===== src/rtl/demux1an_param_cond.sv =====
// ----------------------------------------------------------------------------
// demux1an_param_cond
// Round-robin 1-to-NCH demultiplexer with frame realignment.
// Each valid word lands on the lane held in ptr, or on lane 0 when sync_in is
// set. The pointer moves only on accepted words, so idle cycles keep the
// lane mapping intact.
//
// Ports
//   clk_2f     : clock, all state updates on the rising edge
//   reset_L    : asynchronous active-low reset
//   valid      : data_in carries a word this cycle
//   data_in    : input word (WIDTH bits)
//   sync_in    : with valid, forces the current word onto lane 0
//   data_out   : NCH lanes, lane i at [i*WIDTH +: WIDTH], holds last value
//   validout   : one-cycle pulse per lane when that lane was written
//   frame_done : one-cycle pulse when lane NCH-1 was written
//   frame_err  : one-cycle pulse when sync_in arrived mid-frame (ptr != 0)
//   ptr        : next lane to be written
// ----------------------------------------------------------------------------
module demux1an_param_cond #(
   parameter  int unsigned WIDTH = 8,
   parameter  int unsigned NCH   = 4,
   localparam int unsigned PW    = $clog2(NCH)
) (
   input  logic                   clk_2f,
   input  logic                   reset_L,
   input  logic                   valid,
   input  logic [WIDTH-1:0]       data_in,
   input  logic                   sync_in,
   output logic [NCH*WIDTH-1:0]   data_out,
   output logic [NCH-1:0]         validout,
   output logic                   frame_done,
   output logic                   frame_err,
   output logic [PW-1:0]          ptr
);

   localparam int unsigned LAST_LANE = NCH - 1;

   logic [WIDTH-1:0] lane_q [NCH];

   logic [PW-1:0]  target_c;
   logic [PW-1:0]  ptr_next_c;
   logic [NCH-1:0] hit_c;
   logic           done_c;
   logic           err_c;

   // Lane selection and next-pointer computation for the current word.
   always_comb begin
      target_c   = ptr;
      ptr_next_c = ptr;
      hit_c      = '0;
      done_c     = 1'b0;
      err_c      = 1'b0;
      if (sync_in) begin
         target_c = '0;
      end
      if (valid) begin
         // A sync word occupies lane 0, so the frame resumes at lane 1.
         ptr_next_c = target_c + PW'(1);
         hit_c      = NCH'(1) << target_c;
         done_c     = (target_c == PW'(LAST_LANE));
         err_c      = sync_in && (ptr != '0);
      end
   end

   // Pointer and per-word status flags; flags clear on every non-accepting edge.
   always_ff @(posedge clk_2f or negedge reset_L) begin
      if (!reset_L) begin
         ptr        <= '0;
         validout   <= '0;
         frame_done <= 1'b0;
         frame_err  <= 1'b0;
      end else begin
         ptr        <= ptr_next_c;
         validout   <= hit_c;
         frame_done <= done_c;
         frame_err  <= err_c;
      end
   end

   // Lane data registers; only the targeted lane loads.
   always_ff @(posedge clk_2f or negedge reset_L) begin
      if (!reset_L) begin
         for (int i = 0; i < int'(NCH); i++) begin
            lane_q[i] <= '0;
         end
      end else begin
         for (int i = 0; i < int'(NCH); i++) begin
            if (hit_c[i]) begin
               lane_q[i] <= data_in;
            end
         end
      end
   end

   // Flatten lane registers onto the output bus.
   for (genvar g = 0; g < int'(NCH); g++) begin : g_lane
      assign data_out[g*WIDTH +: WIDTH] = lane_q[g];
   end

endmodule


===== config.mk =====
export PLATFORM = sky130hd
export DESIGN_NAME = demux1an_param_cond
export DESIGN_NICKNAME = d
export VERILOG_FILES = /design/src/rtl/demux1an_param_cond.sv
export SDC_FILE = /design/constraint.sdc
export NUM_CORES = 1
export LEC_CHECK = 0
export ABC_AREA = 1
export CORE_ASPECT_RATIO = 1.2
export CORE_MARGIN = 5
export CORE_UTILIZATION = 49
export CTS_CLUSTER_SIZE = 16
export DETAILED_ROUTE_END_ITERATION = 16
export GPL_ROUTABILITY_DRIVEN = 1
export PLACE_DENSITY = 0.85
export SLEW_MARGIN = 40
export SYNTH_ARGS = -nofsm -noshare
export SYNTH_HDL_FRONTEND = slang
export SYNTH_SLANG_ARGS = --single-unit

===== constraint.sdc =====
create_clock -name clk_2f -period 2.7 [get_ports clk_2f]
set_input_delay 0.54 -clock clk_2f [delete_from_list [all_inputs] [get_ports clk_2f]]
set_output_delay 0.54 -clock clk_2f [all_outputs]
set_load 0.02 [all_outputs]

After elaboration in Yosys (flattened, before gate mapping)
Cells that the tools add are included.
Word-level totals
  flip-flop bits (word level): 40
  bits in latches: 0
  RAM bits: 0
  memory bits (read-only): 0
  output and inout port bits: 40
  word-level logic and storage cells: 17
  memories: 0
Cells by class
  add/subtract/negate cells: 1
  $mul: 0
  divide/modulo/power cells: 0
  order comparisons: 0
  equal/unequal tests: 1
  shift-type cells: 1
  mux-type cells: 4
  bitwise logic cells: 0
  reductions and logical operators: 2
Operator list (count)
  4-bit 2-to-1 mux: 1
  1-bit by 2-bit << shifter with 4-bit output, first input constant: 1
  2-bit by 1-bit adder with 2-bit output, second input constant: 1
  2-bit equality test, second input constant: 1
  1-bit 2-to-1 mux: 2
  2-bit 2-to-1 mux: 1
  2-bit nonzero test: 1
  1-bit logical AND: 1

Logic depth before layout (Yosys ltp)
Gate-level depths: netlist (run 1).
  depth after elaboration: 3
  mapped depth: 6

Least setup slack after synthesis (run 1)
OpenSTA, ideal clock, no wires.
  path kind: register -> register
  start point: register ptr[1]
  end point: register ptr[1]
  data arrival time: 1.104 ns
  required time: 2.627 ns
  slack: 1.523 ns
  stages on the path, launching flop included: 6
  path buffers: 2
  period minus slack after synthesis: 1.177 ns
  cell sequence: dfrtp_1 -> buf_6 -> inv_2 -> buf_6 -> or2_0 -> nand3_1
Between the ends
  cells in the longest elaborated chain, start to end: 2
Ends and longest elaborated chain
  from (decl): line 34  | output logic [PW-1:0] ptr
  from (signal assigned): line 74  | ptr <= ptr_next_c;
  2-bit 2-to-1 mux: line 54  | if (sync_in) begin
  2-bit by 1-bit adder with 2-bit output: line 59  | ptr_next_c = target_c + PW'(1);
No other way between the ends.
A chain may end at the register's enable or synchronous reset.

Worst setup path after layout (run 1)
  start point: register ptr[1]
  end point: output port ptr[1]
No word-level cell between the ends.

==> results summary, run 1 <==
The flow ran to the end, and the final reports show no timing, DRC or antenna violations. The number of antenna cells inserted came out at 0. The share of the synthesized area in the top cell type came out at 60.7%. The clock passes through at most 2 buffers. The global routing usage summed across all routing layers came out at 17.8%. The gate count of the mapped netlist came out at 164. Setup repair after global routing left no endpoint under its margin. The wire length of the first global-routing pass is 6.46 mm. The number of max-cap violations came out at 0. The cell with the most instances after synthesis is nand2_1. Headroom to the max-slew limit came out at 65.5%. Of all nets on the critical path, the largest fanout is 12. The cell family with the largest share of critical-path delay is buffers and inverters. The final weighted congestion of routability-driven global placement came out at 0.833. The H-tree depth reported by CTS came out at 2.

The final-report max-slew violation count came to 0. The mean routed wirelength per cell came out at 15.2 um. The count of unique library cells instantiated by Yosys is 18.

During synthesis, Yosys emitted a total of 0 warnings. The number of CTS-inserted buffers is 5. The total standard cell area after synthesis came out at 0.00161 mm^2. From left edge to right edge, the die measures 62.3 um. The delay contributed by the slowest stage of the critical path is 0.70 ns. In the synthesized netlist the dominant register cell turns out to be dfrtp_1. After synthesis, the most frequently instantiated cells are 66 x nand2_1, 39 x dfrtp_1, 17 x nand3_1. The cell total after placement came out at 246. The post-CTS setup repair buffer count is 0. For the worst setup path, the data arrival time is 1.72 ns.

The count of unresolved DRC violations after routing is 0. The final layout contains 229 nets. The total negative setup slack is 0 ns. The setup clock skew after layout is 0.00603 ns. The cell area reported after detailed placement is 0.00211 mm^2.

The clock latency on the worst-skew pair came out at 0.35 ns. Subtracting the final worst setup slack from the clock period gives 2.26 ns. The detailed router finished its first iteration with 36 violations.

The fraction of layout cells with a size suffix above 1 is 10.1%. After synthesis, the mean cell area works out to 9.80 um^2. The number of synthesized flops with an enable pin came out at 0.

The first detailed-routing pass ran for 4 iterations. Tracing the worst setup path back leads to its startpoint at ptr[1]$_DFFE_PN0P_. The largest net degree at the start of global routing is 40.

The total global routing overflow is 0. The via density per instance is 5.31. The post-layout instance count excluding filler cells came out at 253.

The final total power is 2010 uW. The number of antenna violations at the first check in global routing is 0. The total of flip-flops plus latches after synthesis came out at 39.

STA classifies the critical path endpoint as an output pin. After synthesis, the share of flip-flops with an asynchronous set or reset is 100%. Among all stages on the critical path, the largest delay is contributed by clkdlybuf4s50_1. The tightest min-delay check is of the input pin to async pin type. The power density over cell area is 925 mW/mm^2.

The critical path buffer and inverter count came out at 1. The total wirelength of the detailed-routed design is 3.84 mm. The via count of the first global-routing pass is 1402. The post-synthesis sequential area ratio is 60.7%. After clock tree synthesis, the clock-pin slew on the worst setup and hold paths is 0.10 ns. The final instance area came out at 0.00217 mm^2. In this run, post-CTS repair resized a total of 0 instances. The number of logic stages on the critical path including buffering is 1. The number of antenna-violating nets in the routed design is 0.

The leakage power total came out at 0.00111 uW. The top-level port count came out at 52. The clock tree root driver cell is clkbuf_4. The number of cells on the worst reg-to-reg path is 4. The total area inside the core boundary comes to 0.00311 mm^2. The transition at the pin with the smallest max-transition slack is 0.518 ns. The critical path is of the flip-flop to output pin type. The clock net in this run drives a total of 39 sinks. The worst setup path is launched from a flip-flop. TritonCTS built the clock tree. The peak clock frequency supported by timing is 442 MHz. The number of I/O port buffers is 51. The synthesized net count is 176. The biggest area contributor in the post-synthesis netlist is dfrtp_1. The number of filler cells placed in the layout is 245.

The worst-case IR drop observed on VDD is 679 uV. The initial core utilization came out at 51.7%. In the post-synthesis netlist, the biggest area contributors are dfrtp_1 61%, nand2_1 15%, nand4_1 6.2%.

The critical path goes through clkdlybuf4s50_1. From bottom edge to top edge, the die measures 72.8 um. The required time of the critical path is 2.16 ns. The floorplan row count came out at 22. The final number of hold-violating endpoints came out at 0. The layout overhead on the synthesized area is 34.9%. The total via count after detailed routing came out at 1344.

The area enclosed by the die boundary is 0.00453 mm^2. After legalization and detailed placement, the total HPWL measured 2.90 mm. The final setup violation count came out at 0. The startpoint identified for the worst register-to-register timing path is ptr[1]$_DFFE_PN0P_.

The worst path uses 83.8% of the clock period. The hold buffer count at cts came out at 0.
## layout by cell type (no fill, tap or decap)
cell type / count
nand2_1: 66
clkdlybuf4s50_1: 50
dfrtp_1: 39
nand3_1: 17
nand4_1: 16
inv_2: 5
clkbuf_4: 5
inv_1: 4
nand2_4: 2
nand2_2: 2
buf_4: 2
nand3_2: 1
nand4_2: 1
a21oi_1: 1
nand4_4: 1
nor2_4: 1
o21bai_1: 1
or2_0: 1
clkinv_2: 1
clkbuf_8: 1
## area by class of cell
cell class                 count  area [um^2]  area share, %
inverter                       9         33.8           1.56
tap                           36         45.0           2.08
multi-input combinational    110          542           25.0
sequential                    39          976           45.0
clock inverter                 1         5.00          0.231
clock buffer                   6         51.3           2.37
timing repair buffer          52          515           23.8
## cell families after synthesis
group / count (synthesis) / share of synthesized area (%)
compound gates: 2 / 0.778
buf+inv: 15 / 5.60
flops: 39 / 60.7
simple gates: 108 / 32.9
## routing by layer
layer	routed length, um	GRT usage [%]
met1	1520	20.7
met2	2000	30.9
met3	249	4.62
met4	74	8.02
met5	0	0
## stage by stage
step / utilization (%) / setup slack (ns) / hold WS, ns
floorplan: - / 1.52 / 0.244
global placement: 67.8 / 0.819 / 0.460
detailed placement: 67.8 / 0.752 / 0.462
CTS: 69.6 / 0.442 / 0.302
global route: 69.7 / 0.394 / 0.164
finish: 69.7 / 0.436 / 0.137
## registers in the layout, summed over array words and instances (netlist names)
register    cells
ptr             2
validout        3
frame_err       1
frame_done      1
data_out       32
## path summary, 6_finish.rpt
kind / endpoint / slack [ns]
setup reg to reg: data_out[14]$_DFFE_PN0P_ / 1.33
setup / recovery: ptr[1] / 0.44
max in group asynchronous: ptr[1]$_DFFE_PN0P_ / 2.22
hold / removal: data_out[27]$_DFFE_PN0P_ / 0.14
hold reg to reg: data_out[16]$_DFFE_PN0P_ / 0.48
min in group clk_2f: data_out[16]$_DFFE_PN0P_ / 0.48
## power by group
| part | internal (uW) | total (uW) | switching, uW | leakage [uW] |
|---|---|---|---|---|
| registers | 756 | 868 | 112 | 0.000491 |
| logic | 385 | 841 | 456 | 0.000587 |
| clock network | 121 | 296 | 176 | 0.0000341 |
Note: power is estimated with default switching activity, not from simulation.
==> run 2, diff against run 1 <==
Settings changed: CORE_UTILIZATION 49 to 45, PLACE_DENSITY 0.85 to 0.79.
Clock period 2.7 ns to 2.2 ns, I/O delays scaled along.
==> results summary, run 2 (synthesis results as in run 1) <==
Run status: finished clean (unchanged). After layout, the minimum clock period comes to 1.88 ns. The hold buffer count at cts came out at 0 (unchanged). The number of CTS-inserted buffers came out at 5 (unchanged). The path type of the worst setup path was flip-flop to output pin (unchanged). The H-tree depth reported by CTS is 2 (unchanged). The total negative setup slack is 0 ns (unchanged).

The quantity of gates resized following cts was 0 (unchanged). The count of unresolved DRC violations after routing came to 0 (unchanged). The peak clock frequency supported by timing is 532 MHz. The required time of the critical path is 1.76 ns (was 2.16 ns). The power density over cell area is 1140 mW/mm^2 (was 925 mW/mm^2). The cell family with the largest share of critical-path delay was buffers and inverters (unchanged). The most common library cell in the layout ignoring fill and taps is nand2_1 (unchanged). The reg-to-reg setup timing slack came out at 0.90 ns (was 1.33 ns). The register area came to 976 um^2 (unchanged). The clock slew at the register clock pins of the worst setup and hold paths came to 0.07 ns (was 0.10 ns). The maximum net fanout on the critical path is 5 (was 12).

List of cells traversed by the critical path: clkdlybuf4s50_1 (unchanged). The final number of hold-violating endpoints came to 0 (unchanged). The final total power was 2550 uW (was 2010 uW).

The clock tree buffer depth came out at 2 (unchanged). The count of clock tree sinks came out at 39 (unchanged). The area enclosed by the die boundary came to 0.00487 mm^2 (was 0.00453 mm^2). The cell area reported after detailed placement came out at 0.00215 mm^2 (was 0.00211 mm^2). The number of filler cells placed in the layout is 290 (was 245). The endpoint arrival time on the critical path is 1.44 ns (was 1.72 ns). The path type of the worst min-delay path is input pin to async pin (unchanged). The global routing usage summed across all routing layers came out at 17.8% (about the same). The number of antenna violations at the first check in global routing came out at 0 (unchanged). The final instance area is 0.00223 mm^2 (was 0.00217 mm^2).

The initial core utilization was 47.3% (was 51.7%). The first-pass iteration count of the detailed router is 4 (unchanged). The transition at the pin with the smallest max-transition slack is 0.396 ns (was 0.518 ns). Most used cells in the layout excluding fill and tap cells: 66 x nand2_1, 50 x clkdlybuf4s50_1, 39 x dfrtp_1, 17 x nand3_1, 16 x nand4_1 (unchanged). The number of nets in the final layout is 231 (was 229). The number of max-cap violations came out at 0 (unchanged). The cell with the biggest individual delay on the critical path is clkdlybuf4s50_1 (unchanged). The total via count after detailed routing came out at 1345 (was 1344).

The delay contributed by the slowest stage of the critical path is 0.66 ns (was 0.70 ns). The number of antenna-violating nets in the routed design is 0 (unchanged). The post-CTS setup repair buffer count came out at 0 (unchanged). The kind of end point of the critical path was an output pin (unchanged). The leakage power total is 0.00114 uW (was 0.00111 uW). The top-level port count is 52 (unchanged). The area of the core region came out at 0.00340 mm^2 (was 0.00311 mm^2). The critical path buffer and inverter count is 1 (unchanged). The via density per instance came out at 5.23 (was 5.31).

The HPWL reported at the end of detailed placement was 2.89 mm (was 2.90 mm). The startpoint type of the worst setup path is a flip-flop (unchanged). The share of the clock period used by the worst path after layout came out at 85.4%. The largest net degree at the start of global routing came to 25 (was 40).

The clock latency on the worst-skew pair was 0.29 ns (was 0.35 ns). The worst slew margin relative to its limit was 73.6% (was 65.5%). The chip height is 75.5 um (was 72.8 um). The setup clock skew after layout came out at 0.00643 ns (was 0.00603 ns). The fraction of layout cells with a size suffix above 1 came out at 10.5% (was 10.1%). The final core utilization is 65.6% (was 69.7%). The final setup violation count came out at 0 (unchanged). The via count of the first global-routing pass came out at 1292 (was 1402). The clock tree root driver cell was clkbuf_8 (was clkbuf_4).

The TritonCTS clock tree was done (unchanged). The detailed router's first-iteration violation count came to 60 (was 36). The final-report max-slew violation count came out at 0 (unchanged). The number of flip-flops in the largest register came to 32 (unchanged). The die span in x is 64.6 um (was 62.3 um). RSZ-0062 raised after global routing: false (unchanged). The area of the multi-input gates came to 542 um^2 (unchanged).

The wire length of the first global-routing pass was 6.36 mm (was 6.46 mm). The number of I/O port buffers came out at 51 (unchanged). The worst hold slack after final layout is 0.0668 ns (was 0.137 ns). The floorplan row count is 23 (was 22).

The total wirelength of the detailed-routed design came to 3.88 mm (was 3.84 mm). The number of antenna cells inserted came to 0 (unchanged). The layout overhead on the synthesized area is 38.5% (was 34.9%).

The mean routed wirelength per cell is 15.1 um (was 15.2 um). The largest vdd supply drop came out at 575 uV (was 679 uV). The total global routing overflow was 0 (unchanged). The final weighted congestion of routability-driven global placement is 0.787 (was 0.833).
-- run 2: final timing paths --
path                                          from                       end  cells past startpoint
setup / recovery                ptr[0]$_DFFE_PN0P_                    ptr[0]                      1
hold / removal                             reset_L  data_out[19]$_DFFE_PN0P_                      1
setup reg to reg                ptr[1]$_DFFE_PN0P_  data_out[13]$_DFFE_PN0P_                      5
hold reg to reg            data_out[3]$_DFFE_PN0P_   data_out[3]$_DFFE_PN0P_                      2
max in group asynchronous                  reset_L  data_out[28]$_DFFE_PN0P_                      2
min in group clk_2f        data_out[3]$_DFFE_PN0P_   data_out[3]$_DFFE_PN0P_                      2
-- run 2: routing by layer --
metal	vias up	share of wire, %	wire (um)	global-route usage [%]
met4	0	2.1	82	7.04
li1	649	-	-	-
met3	8	6.9	266	5.16
met2	54	48	1860	28.7
met1	634	43	1680	22.9
met5	-	0	0	0
-- run 2: final cells by class --
type                            count  area share [%]
Clock inverter                      1           0.225
Clock buffer                        7            3.43
Sequential cell                    39            43.8
Multi-Input combinational cell    110            24.3
Tap cell                           37            2.08
Inverter                            9            1.52
Timing Repair Buffer               54            24.6
-- run 2: metrics by stage --
| stage | std cells | worst slack, ns |
|---|---|---|
| after floorplan | 164 | 1.02 |
| after global placement | 248 | 0.465 |
| after detailed placement | 249 | 0.395 |
| final | 257 | 0.322 |
| after CTS | 257 | 0.309 |
| after global routing | 257 | 0.272 |
-- run 2: where the power goes --
| part | switching, uW | internal [uW] |
|---|---|---|
| sequential | 123 | 930 |
| clock | 230 | 222 |
| combinational | 563 | 481 |
